`src/rtl/cache_ctrl_pkg.sv`:
```
// Shared types and widths for the data-cache miss controller.
package cache_ctrl_pkg;
    localparam int XLEN  = 32;
    localparam int TAG_W = 19;
    localparam int IDX_W = 11;

    localparam logic [XLEN-1:0] WORD_MASK = ~XLEN'(3);

    typedef enum logic [1:0] {IDLE, WBACK, REFILL, INSTALL} ctrl_state_t;
    typedef logic [3:0][7:0] word_t;
endpackage

```
`src/rtl/cache_ctrl_perf.sv`:
```
// Saturating hit/miss/writeback counters; only built with CACHE_CTRL_PERF_EN.
module cache_ctrl_perf
    import cache_ctrl_pkg::*;
(
    input  logic            clk,
    input  logic            rst,
    input  logic            hit_ev,
    input  logic            miss_ev,
    input  logic            wback_ev,
    input  logic            install_ev,
    output logic [XLEN-1:0] perf_hits,
    output logic [XLEN-1:0] perf_misses,
    output logic [XLEN-1:0] perf_wbacks
);
    // The hit right after INSTALL is the miss completing, not a new hit.
    logic after_install;

    always_ff @(posedge clk or posedge rst) begin
        if (rst) begin
            after_install <= 1'b0;
            perf_hits     <= '0;
            perf_misses   <= '0;
            perf_wbacks   <= '0;
        end else begin
            after_install <= install_ev;
            if (hit_ev && !after_install && perf_hits != '1)
                perf_hits <= perf_hits + 1'b1;
            if (miss_ev && perf_misses != '1)
                perf_misses <= perf_misses + 1'b1;
            if (wback_ev && perf_wbacks != '1)
                perf_wbacks <= perf_wbacks + 1'b1;
        end
    end
endmodule

```
`src/rtl/cache_ctrl.sv`:
```
// Miss handler for a direct-mapped 1-word-line data cache: hits pass through,
// misses write back a dirty victim then refill. Counters under CACHE_CTRL_PERF_EN.
module cache_ctrl
    import cache_ctrl_pkg::*;
(
    input  logic            clk,
    input  logic            rst,
    input  logic            req_valid,
    input  logic            req_we,
    input  logic            req_is_byte,
    input  logic [XLEN-1:0] req_addr,
    input  word_t           req_wdata,
    output word_t           cpu_rdata,
    output logic            cpu_stall,
    output logic [XLEN-1:0] cache_addr,
    output logic            cache_we,
    output logic            cache_is_byte,
    output word_t           cache_wdata,
    input  word_t           cache_rdata,
    input  logic            cache_hit,
    input  logic            cache_dirty,
    input  logic [XLEN-1:0] cache_victim,
    output logic            mem_req,
    output logic            mem_we,
    output logic [XLEN-1:0] mem_addr,
    output logic [XLEN-1:0] mem_wdata,
    input  logic            mem_ack,
    input  logic [XLEN-1:0] mem_rdata,
    output logic [XLEN-1:0] perf_hits,
    output logic [XLEN-1:0] perf_misses,
    output logic [XLEN-1:0] perf_wbacks
);
    ctrl_state_t     state, state_nxt;
    logic [XLEN-1:0] victim_addr, miss_addr;
    word_t           victim_word, refill_word;
    logic            idle, hit_done, miss_start;

    assign idle       = (state == IDLE);
    assign hit_done   = idle & req_valid & cache_hit;
    assign miss_start = idle & req_valid & ~cache_hit;
    assign cpu_stall  = req_valid & ~(idle & cache_hit);
    assign cpu_rdata  = cache_rdata;

    always_ff @(posedge clk or posedge rst) begin
        if (rst) state <= IDLE;
        else     state <= state_nxt;
    end

    // Miss address is captured so the refill finishes even if the CPU drops the request.
    always_ff @(posedge clk or posedge rst) begin
        if (rst) begin
            victim_addr <= '0;
            victim_word <= '0;
            miss_addr   <= '0;
            refill_word <= '0;
        end else begin
            if (miss_start) begin
                victim_addr <= cache_victim & WORD_MASK;
                victim_word <= cache_rdata;
                miss_addr   <= req_addr;
            end
            if (state == REFILL && mem_ack)
                refill_word <= mem_rdata;
        end
    end

    always_comb begin
        state_nxt     = state;
        cache_addr    = miss_addr;
        cache_we      = 1'b0;
        cache_is_byte = 1'b0;
        cache_wdata   = '0;
        mem_req       = 1'b0;
        mem_we        = 1'b0;
        mem_addr      = '0;
        mem_wdata     = '0;
        case (state)
            IDLE: begin
                cache_addr    = req_addr;
                // Full-word read on a miss so the victim word can be captured.
                cache_is_byte = req_is_byte & ~miss_start;
                cache_wdata   = req_wdata;
                cache_we      = hit_done & req_we;
                if (miss_start)
                    state_nxt = cache_dirty ? WBACK : REFILL;
            end
            WBACK: begin
                mem_req   = 1'b1;
                mem_we    = 1'b1;
                mem_addr  = victim_addr;
                mem_wdata = victim_word;
                if (mem_ack) state_nxt = REFILL;
            end
            REFILL: begin
                mem_req  = 1'b1;
                mem_addr = miss_addr & WORD_MASK;
                if (mem_ack) state_nxt = INSTALL;
            end
            INSTALL: begin
                cache_we    = 1'b1;
                cache_wdata = refill_word;
                state_nxt   = IDLE;
            end
            default: state_nxt = IDLE;
        endcase
    end

`ifdef CACHE_CTRL_PERF_EN
    cache_ctrl_perf u_perf (
        .clk        (clk),
        .rst        (rst),
        .hit_ev     (hit_done),
        .miss_ev    (miss_start),
        .wback_ev   ((state == WBACK) & mem_ack),
        .install_ev (state == INSTALL),
        .perf_hits  (perf_hits),
        .perf_misses(perf_misses),
        .perf_wbacks(perf_wbacks)
    );
`else
    assign perf_hits   = '0;
    assign perf_misses = '0;
    assign perf_wbacks = '0;
`endif
endmodule

```
`config.mk`:
```
export PLATFORM = sky130hd
export DESIGN_NAME = cache_ctrl
export DESIGN_NICKNAME = d
export VERILOG_FILES = /design/src/rtl/cache_ctrl_pkg.sv /design/src/rtl/cache_ctrl_perf.sv /design/src/rtl/cache_ctrl.sv
export SDC_FILE = /design/constraint.sdc
export NUM_CORES = 1
export LEC_CHECK = 0
export BUFFER_PORTS_ARGS = -buffer_cell sky130_fd_sc_hd__clkbuf_2
export CORE_AREA = 2 2 165 167
export DETAILED_ROUTE_END_ITERATION = 8
export DIE_AREA = 0 0 167 169
export GPL_ROUTABILITY_DRIVEN = 0
export GPL_TIMING_DRIVEN = 0
export PLACE_DENSITY = 0.66
export SETUP_SLACK_MARGIN = 0.4
export SYNTH_ARGS = -nofsm -noshare
export SYNTH_HDL_FRONTEND = slang
export SYNTH_SLANG_ARGS = --single-unit
```
`constraint.sdc`:
```
create_clock -name clk -period 4.2 [get_ports clk]
set_input_delay 0.84 -clock clk [delete_from_list [all_inputs] [get_ports clk]]
set_output_delay 0.84 -clock clk [all_outputs]
set_load 0.02 [all_outputs]
```
### After elaboration in Yosys (flattened, before gate mapping)

Cells that the tools add are included.

* bits of input ports: 168
* output and inout port bits: 261
* bits in registers: 128

* reduce and logical (&&, ||, !) cells: 4
* eq/ne operators: 6
* bitwise operators: 10
* multiplexer cells: 13

Operators by type and width (count)
* case mux 32 bit (2 select lines): 2
* 2-to-1 mux 32 bit: 2
* 2-to-1 mux 2 bit: 4
* case mux 2 bit (4 select lines): 1
* bitwise AND 1 bit: 7
* equality test 2 bit (second input constant): 2
* inequality test 2 bit (second input constant): 2
* 2-to-1 mux 1 bit: 3
* NOT 1 bit: 3
* AND reduction 3 bit: 1
* equality test 2 x 1 -> 1 bit (second input constant): 1
* logical NOT 2 bit: 1
* inequality test 2 x 1 -> 1 bit (second input constant): 1
* case mux 1 bit (2 select lines): 1
* OR reduction 2 bit: 1
* logical AND 1 bit: 1

### Depth between registers and ports, before layout

* depth in word-level cells: 6
* mapped depth: 7
* gate-level depth less buffers: 5

### Least setup slack after synthesis

OpenSTA, ideal clock, no wires.

* path type: register -> output
* start: reg state[1]
* end: out mem_addr[28]
* setup slack: 1677 ps
* data required time: 3360 ps
* stages on the path, launching flop included: 7
* arrival: 1683 ps
* cells stage by stage: dfrtp_1 -> inv_1 -> ha_1 -> buf_2 -> clkbuf_1 -> a22oi_1 -> nor2b_1

* cells in the longest elaborated chain, start to end: 2
* elaborated cells on any way between the ends: 3
* those cells by class: 2 x eq/ne; 1 x mux

Ends and longest elaborated chain
* start, declared: RTL line cache_ctrl.sv:33 `ctrl_state_t state, state_nxt;`
* start signal, assigned: RTL line cache_ctrl.sv:46 `else state <= state_nxt;`
* equality test 2 bit / equality test 2 x 1 -> 1 bit (equally long branches): RTL line cache_ctrl.sv:77 `case (state)`
* case mux 32 bit (2 select lines) *: RTL line cache_ctrl.sv:77
* end, declared: RTL line cache_ctrl.sv:25 `output logic [XLEN-1:0] mem_addr,`

Every way passes the cells marked *; elsewhere a longest branch is shown, timed or not.

### Final worst setup path

* start: reg state[0]
* end: out mem_addr[24]

The elaborated chain is that of the path after synthesis.

==> results_dict.tcl <==
set metrics [dict create \
    outcome "completed" \
    antenna_found_initial 0 \
    synth_seq_cells 128 \
    dr.pass1.iters 4 \
    hold_viol_final 0 \
    slew_violations 0 \
    hp-class "reg2reg" \
    cts.sinks 128 \
    hpwl_um 18000 \
    rsz0062_at_grt "false" \
    rr_worst_depth 6 \
    die_h_um 169 \
    wl_per_cell_um 15.8 \
    synth_cell_types 23 \
    dieWidth_um 167 \
    endpoint_kind "output pin" \
    placedCellCount 1406 \
    htree_levels 4 \
    postSynthCellCount 637 \
    grt_pass1_vias 5903 \
    vias 5998 \
    path_class "reg2out" \
    via_per_inst 4.17 \
    layout.nets 1256 \
    fin_skew_ns 0.00785 \
    crit_arrival_ns 2.59 \
    fin_area_um2 10400 \
    required_ns 3.36 \
    clk_latency_ns 0.41 \
    start_kind "flip-flop" \
    min_from "victim_word[28]$_DFFE_PP0P_" \
    clkTransAtPathRegs_ns 0.07 \
    ant_nets 0 \
    grt_pass1_wl_um 33800 \
    syn_area_um2 7330 \
    post-route-drc-count 0 \
    initial_core_util_pct 27.7 \
    synth.yosys.seq_area_share_pct 43.7 \
    drive_above_1_share_pct 57.0 \
    yosysTopAreaCell "dfrtp_1" \
    clk_path_buf_depth 2 \
    yosysWarnings 0 \
    cts_tree "yes" \
    grt-ovfl-total 0 \
    syn_to_final_growth_pct 42.0 \
    layout.cells.non_filler 1438 \
    worstReg2RegStart "state[0]$_DFFE_PP0P_" \
    io_pins 429 \
    diodes 0 \
    r2r_end "refill_word[13]$_DFFE_PP0P_" \
    whs_path_depth 1 \
    setup_tns_ns 0 \
    ys_top_cells_by_area "dfrtp_1 (44%), mux2_2 (17%), buf_4 (13%), mux2_1 (7.5%), a22oi_1 (6.3%)" \
    routed_wirelength_um 22800 \
    setup_viol 0 \
    core_area_um2 26500 \
    ctsHoldBuffers 0 \
    root_buffer "clkbuf_16" \
    cap_violations 0 \
    p_leak_uw 0.00545 \
    peakVddDrop_v 0.000421 \
    cts_buffers 17 \
    tightest_slew_ns 0.676 \
    min_period_ns 3.43 \
    grt_util_all_layers_pct 15.7 \
    fin_crit_sh_pct 81.7 \
    grt_max_degree 41 \
    drt_iter0_markers 174 \
    max_freq_mhz 291 \
    netlist.area_leader.share_pct 43.7 \
    rows 60 \
    avgSynthCellArea_um2 11.5 \
    power_density_nw_per_um2 751 \
    total_power_uw 7820 \
    placed_area_um2 9830 \
    max_slew_margin_pct 54.8 \
    crit_fanout 10 \
    rrSetupSlack_ns 2.29 \
    die-area_um2 28200 \
    cts_setup_buffers 0 \
    min_to "victim_word[28]$_DFFE_PP0P_" \
    io_buffers 328 \
]
worst max-delay path, stage by stage (launching register included):
cell	delay (ns)
dfrtp_1	0.38
inv_1	0.10
ha_1	0.30
clkbuf_2	0.36
clkbuf_1	0.56
nor2b_1	0.26
clkbuf_2	0.22
layer usage:
metal  GRT usage, %  share of wire [%]  vias to the layer above
li1               -                  -                     2871
met1           17.6                 38                     2837
met2           28.8                 52                      273
met3           4.68                8.4                       17
met4           4.39                1.4                        0
met5              0                  0                        -
stage by stage:
| stage | utilization (%) | hold WS [ns] | setup WS, ns |
|---|---|---|---|
| 2_1_floorplan | - | 0.456 | 1.68 |
| 3_3_place_gp | 36.9 | 0.466 | 0.624 |
| 3_5_place_dp | 37.1 | 0.473 | 0.705 |
| 4_1_cts | 39.3 | 0.486 | 0.606 |
| 5_1_grt | 39.3 | 0.491 | 0.566 |
| 6_report | 39.3 | 0.482 | 0.768 |
cell usage in the layout (no fill, tap or decap), types with 5 or more instances in the layout:
master and instances:
clkbuf_2 329, buf_4 131, dfrtp_1 128, mux2_2 109, conb_1 98, a22oi_1 62, mux2_1 49, nor2_1 34
and2_1 32, nor2b_1 30, clkbuf_1 22, clkbuf_16 17, buf_2 13, buf_6 6, inv_6 5
how the worst max path moves through the flow:
stage,startpoint,to,slack (ns),depth (start not counted)
after floorplan,state[1]$_DFFE_PP0P_,mem_addr[28],1.68,6
after global placement,state[0]$_DFFE_PP0P_,mem_addr[24],0.62,6
after detailed placement,state[0]$_DFFE_PP0P_,mem_addr[24],0.70,6
after CTS,state[0]$_DFFE_PP0P_,mem_addr[24],0.61,6
after global routing,state[0]$_DFFE_PP0P_,mem_addr[24],0.57,6
final,state[0]$_DFFE_PP0P_,mem_addr[24],0.77,6
where the power goes:
| part | internal (uW) | switching [uW] | total [uW] |
|---|---|---|---|
| clock | 851 | 629 | 1480 |
| combinational | 1690 | 2420 | 4110 |
| sequential | 1860 | 366 | 2230 |
logic make-up after synthesis:
kind of cell               count (synthesis)  synth area share [%]
muxes                                    161                  24.7
and+or+nand+nor                          101                  7.58
buffers and inverters                    176                  16.6
AOI/OAI and AO/OA                         66                  6.76
other                                      1                0.0512
adders and majority gates                  4                 0.683
DFF                                      128                  43.7
Yosys cell counts, drive strengths merged:
cell     count
a2bb2oi      1
nor2b       30
inv          3
nor2        34
mux2       158
nand2b       1
nand2        2
clkbuf      23
o21ai        1
ha           4
and3         1
nand3b       1
a41oi        1
and2        32
buf        150
dfrtp      128
conb         1
a22oi       62
a21boi       1
mux2i        3
final cells by class:
| type | instances | area [um2] |
|---|---|---|
| sequential | 128 | 3200 |
| inverter | 3 | 15.0 |
| fill | 2604 | 16100 |
| multi-input combinational | 430 | 3280 |
| clock inverter | 14 | 145 |
| tap | 341 | 427 |
| timing repair buffer | 331 | 1700 |
| buffer | 173 | 1200 |
| clock buffer | 18 | 439 |
registers in the layout (all words and copies together) (netlist names):
name and count:
state 2, victim_word 32, miss_addr 32, victim_addr 30
refill_word 32
timing repair:
action / 4_1_cts / 5_1_grt
setup endpoints to repair: 7 / 0
hold endpoints to repair: 0 / 0
resized for setup: 1 / 0
No activity file was read; power rests on OpenSTA's default activity.
